--- config.mk ---
export PLATFORM = sky130hd
export DESIGN_NAME = string_led_sequencer
export DESIGN_NICKNAME = d
export VERILOG_FILES = /design/src/rtl/string_led_pkg.sv /design/src/rtl/string_led_tick_gen.sv /design/src/rtl/string_led_sequencer.sv
export SDC_FILE = /design/constraint.sdc
export NUM_CORES = 1
export LEC_CHECK = 0
export CAP_MARGIN = 15
export CORE_MARGIN = 4
export CORE_UTILIZATION = 40
export DETAILED_ROUTE_END_ITERATION = 8
export PLACE_DENSITY_LB_ADDON = 0.2
export REMOVE_ABC_BUFFERS = 1
export SLEW_MARGIN = 30
export SYNTH_ARGS = -nofsm -noshare
export SYNTH_HDL_FRONTEND = slang
export SYNTH_SLANG_ARGS = --single-unit
--- constraint.sdc ---
create_clock -name clk -period 6.2 [get_ports clk]
set_input_delay 0.93 -clock clk [delete_from_list [all_inputs] [get_ports clk]]
set_output_delay 0.93 -clock clk [all_outputs]
set_load 0.02 [all_outputs]
--- src/rtl/string_led_pkg.sv ---
// Shared definitions for the serial LED-string sequencer.
// Contents: FSM state enum, symbol geometry constants and the
// symbol line-level helper.
package string_led_pkg;

  typedef enum logic [2:0] {
    IDLE,
    FETCH,
    LOAD,
    SHIFT,
    LATCH
  } state_t;

  localparam int unsigned TICKS_PER_BIT   = 3;
  localparam int unsigned BITS_PER_BYTE   = 8;
  localparam int unsigned BIT1_HIGH_TICKS = 2;
  localparam int unsigned BIT0_HIGH_TICKS = 1;

  localparam int unsigned PHASE_W   = 2;
  localparam int unsigned BIT_IDX_W = 3;

  // Line level (before polarity) for a given data bit during symbol phase.
  function automatic logic sym_level(input logic bit_val, input logic [PHASE_W-1:0] phase);
    return (32'(phase) < (bit_val ? BIT1_HIGH_TICKS : BIT0_HIGH_TICKS));
  endfunction

endpackage

--- src/rtl/string_led_tick_gen.sv ---
// Prescaler tick generator: counts 0..prescaler and flags the cycle the
// count equals prescaler. tick is registered from the next-cycle count so
// it lines up with the counter value it describes.
// Ports: clk, rst_n (sync, active-low), clear (sync clear of the counter),
//        prescaler (tick period minus one), tick (one-cycle tick flag).
module string_led_tick_gen #(
  parameter int unsigned PSIZE = 32
) (
  input  logic             clk,
  input  logic             rst_n,
  input  logic             clear,
  input  logic [PSIZE-1:0] prescaler,
  output logic             tick
);

  logic [PSIZE-1:0] cnt;
  logic [PSIZE-1:0] cnt_next;

  // Next count: cleared on request, wraps after reaching prescaler.
  always_comb begin
    cnt_next = cnt + PSIZE'(1);
    if (clear || (cnt == prescaler)) begin
      cnt_next = '0;
    end
  end

  always_ff @(posedge clk) begin
    if (!rst_n) begin
      cnt  <= '0;
      tick <= 1'b0;
    end else begin
      cnt  <= cnt_next;
      tick <= (cnt_next == prescaler);
    end
  end

endmodule

--- src/rtl/string_led_sequencer.sv ---
// One-wire LED-string driver. Walks pixel SRAM bytes w_first..w_last,
// sends each MSB-first as 3-tick NRZ symbols, repeats w_count+1 passes,
// then holds a low latch gap of LATCH_TICKS ticks.
// Ports: clk, rst_n (sync, active-low), controller_en, prescaler, polarity,
//        w_count, w_first, w_last, start (inputs); progress, cs_n, addr,
//        led_out (registered outputs); rdata (SRAM port-1 read data).
// Build option: STRING_LED_LOOP_EN makes w_count=15 loop passes forever.
module string_led_sequencer
  import string_led_pkg::*;
#(
  parameter int unsigned ASIZE       = 32,
  parameter int unsigned PSIZE       = 32,
  parameter int unsigned LATCH_TICKS = 64
) (
  input  logic             clk,
  input  logic             rst_n,
  input  logic             controller_en,
  input  logic [PSIZE-1:0] prescaler,
  input  logic             polarity,
  input  logic [3:0]       w_count,
  input  logic [ASIZE-1:0] w_first,
  input  logic [ASIZE-1:0] w_last,
  input  logic             start,
  output logic             progress,
  output logic             cs_n,
  output logic [ASIZE-1:0] addr,
  input  logic [7:0]       rdata,
  output logic             led_out
);

  localparam int unsigned LATCH_W = (LATCH_TICKS > 1) ? $clog2(LATCH_TICKS) : 1;

  state_t                 state, state_n;
  logic [ASIZE-1:0]       addr_n, byte_addr, byte_addr_n, nxt_addr;
  logic [3:0]             pass_cnt, pass_n;
  logic [7:0]             shift_reg, shift_n, next_byte, next_byte_n;
  logic [BIT_IDX_W-1:0]   bit_idx, bit_idx_n;
  logic [PHASE_W-1:0]     phase, phase_n;
  logic [LATCH_W-1:0]     latch_cnt, latch_n;
  logic                   line_lvl, line_n;
  logic                   cs_n_n, progress_n;
  logic                   pf_capture, pf_capture_n;
  logic                   tick, tick_clr;
  logic                   single, more_bytes, more_after, more_passes;

  // Counter runs only while symbols or latch ticks are being timed.
  assign tick_clr = (state == IDLE) || (state == FETCH) || (state == LOAD);

  string_led_tick_gen #(
    .PSIZE(PSIZE)
  ) u_tick_gen (
    .clk      (clk),
    .rst_n    (rst_n),
    .clear    (tick_clr),
    .prescaler(prescaler),
    .tick     (tick)
  );

  // Window bookkeeping: a reversed window degenerates to w_first only.
  assign single     = (w_last < w_first);
  assign nxt_addr   = byte_addr + ASIZE'(1);
  assign more_bytes = !single && (byte_addr != w_last);
  assign more_after = !single && (nxt_addr != w_last);

`ifdef STRING_LED_LOOP_EN
  assign more_passes = (w_count == 4'hF) || (pass_cnt != w_count);
`else
  assign more_passes = (pass_cnt != w_count);
`endif

  // Next-state and next-output logic.
  always_comb begin
    state_n      = state;
    addr_n       = addr;
    byte_addr_n  = byte_addr;
    pass_n       = pass_cnt;
    shift_n      = shift_reg;
    next_byte_n  = next_byte;
    bit_idx_n    = bit_idx;
    phase_n      = phase;
    latch_n      = latch_cnt;
    line_n       = line_lvl;
    cs_n_n       = 1'b1;
    pf_capture_n = (state == SHIFT) && !cs_n;

    // Prefetched byte arrives the cycle after its chip-select pulse.
    if (pf_capture) begin
      next_byte_n = rdata;
    end

    case (state)
      IDLE: begin
        line_n = 1'b0;
        if (start) begin
          state_n     = FETCH;
          addr_n      = w_first;
          byte_addr_n = w_first;
          pass_n      = 4'd0;
          cs_n_n      = 1'b0;
        end
      end
      FETCH: begin
        state_n = LOAD;
      end
      LOAD: begin
        state_n   = SHIFT;
        shift_n   = rdata;
        bit_idx_n = '0;
        phase_n   = '0;
        line_n    = 1'b1;
        if (more_bytes) begin
          cs_n_n = 1'b0;
          addr_n = nxt_addr;
        end
      end
      SHIFT: begin
        if (tick) begin
          if (phase != PHASE_W'(TICKS_PER_BIT - 1)) begin
            phase_n = phase + PHASE_W'(1);
            line_n  = sym_level(shift_reg[7], phase + PHASE_W'(1));
          end else if (bit_idx != BIT_IDX_W'(BITS_PER_BYTE - 1)) begin
            phase_n   = '0;
            bit_idx_n = bit_idx + BIT_IDX_W'(1);
            shift_n   = {shift_reg[6:0], 1'b0};
            line_n    = 1'b1;
          end else if (more_bytes) begin
            // Back-to-back byte: no gap, prefetch the one after if any.
            phase_n     = '0;
            bit_idx_n   = '0;
            shift_n     = next_byte;
            byte_addr_n = nxt_addr;
            line_n      = 1'b1;
            if (more_after) begin
              cs_n_n = 1'b0;
              addr_n = nxt_addr + ASIZE'(1);
            end
          end else if (more_passes) begin
            state_n     = FETCH;
            addr_n      = w_first;
            byte_addr_n = w_first;
            pass_n      = pass_cnt + 4'd1;
            cs_n_n      = 1'b0;
            line_n      = 1'b0;
          end else begin
            state_n = LATCH;
            latch_n = '0;
            line_n  = 1'b0;
          end
        end
      end
      LATCH: begin
        line_n = 1'b0;
        if (tick) begin
          if (latch_cnt == LATCH_W'(LATCH_TICKS - 1)) begin
            state_n = IDLE;
          end else begin
            latch_n = latch_cnt + LATCH_W'(1);
          end
        end
      end
      default: begin
        state_n = IDLE;
        line_n  = 1'b0;
      end
    endcase

    // Disable aborts from any state on the next edge.
    if (!controller_en) begin
      state_n = IDLE;
      cs_n_n  = 1'b1;
      line_n  = 1'b0;
    end

    progress_n = (state_n != IDLE);
  end

  // State and registered outputs.
  always_ff @(posedge clk) begin
    if (!rst_n) begin
      state      <= IDLE;
      addr       <= '0;
      byte_addr  <= '0;
      pass_cnt   <= 4'd0;
      shift_reg  <= 8'd0;
      next_byte  <= 8'd0;
      bit_idx    <= '0;
      phase      <= '0;
      latch_cnt  <= '0;
      line_lvl   <= 1'b0;
      cs_n       <= 1'b1;
      progress   <= 1'b0;
      pf_capture <= 1'b0;
      led_out    <= polarity;
    end else begin
      state      <= state_n;
      addr       <= addr_n;
      byte_addr  <= byte_addr_n;
      pass_cnt   <= pass_n;
      shift_reg  <= shift_n;
      next_byte  <= next_byte_n;
      bit_idx    <= bit_idx_n;
      phase      <= phase_n;
      latch_cnt  <= latch_n;
      line_lvl   <= line_n;
      cs_n       <= cs_n_n;
      progress   <= progress_n;
      pf_capture <= pf_capture_n;
      led_out    <= line_n ^ polarity;
    end
  end

endmodule
# [Word level (Yosys, flattened, before mapping)]
# Index checks and enable logic that the tools add are counted.
[word_totals] reg_bits=136 inputBits=113 output_inout_bits=35 wordCells=145
[op_classes] n_addsub=7 magnitude_cmp=2 eq_ne=26 n_mux=72 bitwise_logic=1 reduce_logical=21
[ops] op="$mux W32" n=13
[ops] op="$add A32 B1 Y32 const B" n=3
[ops] op="$pmux W32 S3" n=1
[ops] op="$eq A32 B32 Y1" n=2
[ops] op="$ne A32 B32 Y1" n=2
[ops] op="$pmux W32 S2" n=1
[ops] op="$mux W6" n=7
[ops] op="$mux W3" n=13
[ops] op="$lt A32 B32 Y1" n=1
[ops] op="$mux W8" n=4
[ops] op="$mux W4" n=6
[ops] op="$ne A2 B2 Y1 const B" n=9
[ops] op="$pmux W8 S2" n=1
[ops] op="$reduce_and A8 Y1" n=2
[ops] op="$pmux W3 S5" n=1
[ops] op="$mux W1" n=14
[ops] op="$pmux W6 S2" n=1
[ops] op="$mux W2" n=5
[ops] op="$ne A3 B3 Y1 const B" n=3
[ops] op="$pmux W4 S2" n=1
[ops] op="$reduce_and A7 Y1" n=1
[ops] op="$add A6 B1 Y6 const B" n=1
[ops] op="$eq A3 B2 Y1 const B" n=2
[ops] op="$eq A6 B6 Y1 const B" n=1
[ops] op="24 further kinds" n=34

# [Logic depth before layout (Yosys ltp)]
[depth] depth_word=11 mapped_depth=13 ltp_nobuf=11

# [Modules after synthesis]
# From an unflattened synthesis, not the netlist that was laid out.
[hier_totals] hier_cells=1515 hier_area_um2=11664.9
[by_module_without_submodules] module="string_led_sequencer" instances=1 cells_each=1178 area_each_um2=8862.2
[by_module_without_submodules] module="string_led_tick_gen" instances=1 cells_each=337 area_each_um2=2802.7

# [Worst setup path before layout]
# OpenSTA, ideal clock, no wires.
[synth_timing] kind="input to register" startpoint="input port w_last[16]" endpoint="register cs_n" t_arrival_ps=3258 required_time_ps=6068 setup_slack_ps=2809 path_stages=9 n_path_buf=2 path_cell_list="xor2_1 -> or4b_2 -> nor4_1 -> a21oi_1 -> o21a_1 -> a31oi_1 -> buf_2 -> clkbuf_1 -> nand3_1"
[synth_via] elab_chain_len=9 word_cells_on_any_way=13
[synth_lines] element="start: declaration" line="string_led_sequencer.sv:22" text="input logic [ASIZE-1:0] w_last,"
[synth_lines] element="$lt A32 B32 Y1" line="string_led_sequencer.sv:60" text="assign single = (w_last < w_first);"
[synth_lines] element="$logic_not A1 Y1" line="string_led_sequencer.sv:62, string_led_sequencer.sv:63"
[synth_lines] element="$logic_and A1 B1 Y1" line="string_led_sequencer.sv:63" text="assign more_after = !single && (nxt_addr != w_last);"
[synth_lines] element="$mux W1" line="string_led_sequencer.sv:133" text="if (more_after) begin"
[synth_lines] element="$mux W1" line="string_led_sequencer.sv:126" text="end else if (more_bytes) begin"
[synth_lines] element="$mux W1" line="string_led_sequencer.sv:121" text="end else if (bit_idx != BIT_IDX_W'(BITS_PER_BYTE - 1)) begin"
[synth_lines] element="$mux W1" line="string_led_sequencer.sv:118" text="if (phase != PHASE_W'(TICKS_PER_BIT - 1)) begin"
[synth_lines] element="$mux W1" line="string_led_sequencer.sv:117" text="if (tick) begin"
[synth_lines] element="$pmux W1 S3 *" line="string_led_sequencer.sv:91" text="case (state)"
[synth_lines] element="end signal: assignment" line="string_led_sequencer.sv:205" text="cs_n <= cs_n_n;"
[synth_lines] element="end: declaration" line="string_led_sequencer.sv:25" text="output logic cs_n,"
# Mark *: on every way between the ends. The rest lies on a longest branch, timed or not.
# A chain may end at the register's enable or synchronous reset.

# [Worst setup path in the final report]
[layout_timing] startpoint="register byte_addr[0]" endpoint="register addr[7]"
[layout_via] elab_chain_len=8 word_cells_on_any_way=17
[layout_lines] element="start: declaration" line="string_led_sequencer.sv:34" text="logic [ASIZE-1:0] addr_n, byte_addr, byte_addr_n, nxt_addr;"
[layout_lines] element="start signal: assignment" line="string_led_sequencer.sv:197" text="byte_addr <= byte_addr_n;"
[layout_lines] element="$add A32 B1 Y32" line="string_led_sequencer.sv:61" text="assign nxt_addr = byte_addr + ASIZE'(1);"
[layout_lines] element="$add A32 B1 Y32" line="string_led_sequencer.sv:135" text="addr_n = nxt_addr + ASIZE'(1);"
[layout_lines] element="$mux W32" line="string_led_sequencer.sv:133"
[layout_lines] element="$mux W32" line="string_led_sequencer.sv:126"
[layout_lines] element="$mux W32" line="string_led_sequencer.sv:121"
[layout_lines] element="$mux W32" line="string_led_sequencer.sv:118"
[layout_lines] element="$mux W32" line="string_led_sequencer.sv:117"
[layout_lines] element="$pmux W32 S3" line="string_led_sequencer.sv:91"
[layout_lines] element="end signal: assignment" line="string_led_sequencer.sv:196" text="addr <= addr_n;"
[layout_lines] element="end: declaration" line="string_led_sequencer.sv:26" text="output logic [ASIZE-1:0] addr,"
# Several ways; a longest one is shown, not always the timed one. The select of a mux whose other input is x is not followed.

==> results.json <==
{
  "cts.clk_slew.worst_paths_ns": 0.07,
  "vias_per_cell": 6.00,
  "yosys-top-cells-area": "dfxtp_1 (25%), xor2_1 (7.2%), xnor2_1 (6.0%), a21oi_1 (4.9%), ha_1 (4.9%)",
  "dp.cells": 1881,
  "h-tree-depth": 4,
  "pre_cts_ws_ns": 1.29,
  "clock_path_buffers": 2,
  "dr.pass1.iters": 6,
  "ys_ff_latch": 136,
  "yosysTopAreaCellShare_pct": 24.7,
  "cts_resized": 0,
  "instances_no_fill": 1913,
  "synth.distinct_cells": 82,
  "insertion_delay_ns": 0.45,
  "dp.final_hpwl_um": 28500,
  "yosysSeqAreaShare_pct": 24.7,
  "cts_root_buffer": "clkbuf_16",
  "reg.largest.list": "addr x32, byte_addr x32, u_tick_gen.cnt x32",
  "start_util_pct": 40.7,
  "syn-cell-area_mm2": 0.0110,
  "fin_nets": 1715,
  "chipHeight_um": 174,
  "synth_area_leader_cell": "dfxtp_1",
  "worst_slew_pin_slew_ns": 0.962,
  "diodes": 0,
  "crit_path_end_kind": "flop",
  "layout-drive-gt1-share_pct": 5.85,
  "fin_ws_ns": 1.52,
  "reg2reg_slack_ns": 1.52,
  "cts_made_buffers": 17,
  "core-area_mm2": 0.0270,
  "vias": 11500,
  "final-max-slew-violation-count": 0,
  "crit_type": "flop to flop",
  "max_freq_mhz": 214,
  "hold_viol_final": 0,
  "cp.required_ns": 6.54,
  "fin_worst_skew_ns": 0.0134,
  "place_congestion": 0.914,
  "synth_fa_ha_area_share_pct": 4.89,
  "synth_mux_area_share_pct": 2.59,
  "num_rows": 60,
  "drc": 0,
  "layout_min_cycle_time_ns": 4.68,
  "synth-edff-count": 0,
  "clock-sinks": 136,
  "grt_max_degree": 68,
  "rsz0062_at_grt": "false",
  "avgSynthCellArea_um2": 7.48,
  "path_max_fanout": 22,
  "ys_warn_count": 0,
  "avgRoutedWirePerCell_um": 20.4,
  "synth_cells": 1471,
  "die_area_mm2": 0.0302,
  "grt_usage_pct": 24.9,
  "cp.arrival_ns": 5.02,
  "final.period_utilization_pct": 75.5,
  "yosys.area_share.simple_pct": 28.2,
  "synth_top_family_by_area": "simple AND/OR/NAND/NOR gates",
  "power.density_mw_per_mm2": 189,
  "crit_path_start_kind": "flop",
  "relSlewSlack_pct": 35.7,
  "hold_path_class": "flop to flop",
  "io_pins": 148,
  "post_cts_buffers": 0,
  "async_reset_ff_share_pct": 0,
  "setup_viol": 0,
  "dr.first_iter.drc_count": 1128,
  "drv_cap": 0,
  "run_status": "finished, final reports clean",
  "synth_compound_area_share_pct": 20.4,
  "antenna_found_initial": 0,
  "portBuffers": 147,
  "power_leakage_nw": 4.69,
  "ctsHoldBuffers": 0,
  "grt_pass1_wl_um": 61000,
  "drt-total-wl_um": 39100,
  "vdd_drop_max_mv": 0.191,
  "synth_flop_cell": "dfxtp_1",
  "ant_nets": 0,
  "cts_tree": "built",
  "die_w_um": 174,
  "area_delta_synth_final_pct": 20.5,
  "grt.overflow.total": 0,
  "grt_pass1_vias": 10600,
  "synthXorXnorAreaFrac_pct": 13.6
}
## synth_stat cells, drive strengths merged (5+ instances only)
| cell type | instances |
|---|---|
| o31ai | 7 |
| xnor2 | 76 |
| or4 | 11 |
| nand4b | 8 |
| clkbuf | 70 |
| o221a | 5 |
| buf | 30 |
| a211oi | 8 |
| a32oi | 5 |
| nor3 | 42 |
| a221oi | 6 |
| or3 | 17 |
| nand3b | 9 |
| inv | 51 |
| mux2i | 24 |
| and4 | 10 |
| nand2b | 10 |
| nor2b | 13 |
| ha | 43 |
| a22oi | 9 |
| dfxtp | 136 |
| and3 | 31 |
| o32ai | 5 |
| nand4 | 47 |
| o211ai | 27 |
| a31oi | 17 |
| and2 | 7 |
| nand2 | 133 |
| nor2 | 139 |
| nand3 | 65 |
| o2111ai | 7 |
| nor3b | 7 |
| o22ai | 11 |
| a211o | 8 |
| nor4 | 30 |
| o21a | 7 |
| a21oi | 108 |
| o21ai | 89 |
| xor2 | 92 |
## power by group
part | internal [mW] | switching [mW] | total [mW]
Combinational | 0.221 | 0.276 | 0.496
Sequential | 0.908 | 0.0502 | 0.959
Clock | 0.568 | 0.488 | 1.06
Total | 1.70 | 0.814 | 2.51
## worst max-delay path: stages, from the launching register on
cell,delay (ns)
dfxtp_1,0.66
ha_1,0.39
nand3_1,0.52
nor3_1,0.51
xnor2_1,0.13
nor4_1,0.56
nand4_1,0.17
nor4_1,0.56
a31oi_4,0.42
buf_4,0.34
o311a_1,0.13
o21a_1,0.18
## cells in the final DEF, fill, tap and decap left out, types with 26 or more instances in the layout
cell	Yosys	layout
clkdlybuf4s50_1	0	146
nor2_1	138	138
dfxtp_1	136	136
nand2_1	133	133
a21oi_1	108	106
xor2_1	91	91
o21ai_0	87	83
xnor2_1	76	76
nand3_1	62	62
inv_1	51	50
nand4_1	45	45
ha_1	43	43
nor3_1	37	37
and3_1	31	31
o211ai_1	27	27
nor4_1	26	26
## final timing paths
check,startpoint,to,cells after the start
setup / recovery,byte_addr[0],addr[7],11
setup reg to reg,byte_addr[0],addr[7],11
hold reg to reg,cs_n,pf_capture,1
hold / removal,cs_n,pf_capture,1
## per-stage QoR
stage | area (um2) | hold WS (ns) | util (%) | setup TNS (ns) | total power, mW
after floorplan | 10600 | 0.436 | - | -0.0590 | 1.22
after global placement | 12700 | 0.444 | 46.9 | 0 | 1.46
after detailed placement | 12700 | 0.432 | 46.9 | 0 | 1.47
after CTS | 13300 | 0.447 | 49.1 | 0 | 2.52
after global routing | 13300 | 0.468 | 49.1 | 0 | 2.61
final | 13300 | 0.445 | 49.1 | 0 | 2.51
## final cells by class
class,instances,area (um2)
timing repair buffer,169,1630
fill,2687,13800
inverter,51,191
sequential,136,2720
multi-input combinational,1184,7710
tap,341,427
clock inverter,15,156
clock buffer,17,425
## layer usage
layer	vias up	routed length, um	share of wire (%)	track usage [%]
met5	-	0	0	0
met4	0	662	1.7	5.81
met3	57	2860	7.3	4.24
met2	488	16900	43	37.5
met1	5423	18700	48	37.2
li1	5509	-	-	-
## kinds of logic after synthesis
family / count (synthesis)
buf+inv: 151
flops: 136
fa+ha+maj: 43
mux: 28
xor+xnor: 169
simple gates: 589
compound gates: 355
No activity file was read; power rests on OpenSTA's default activity.
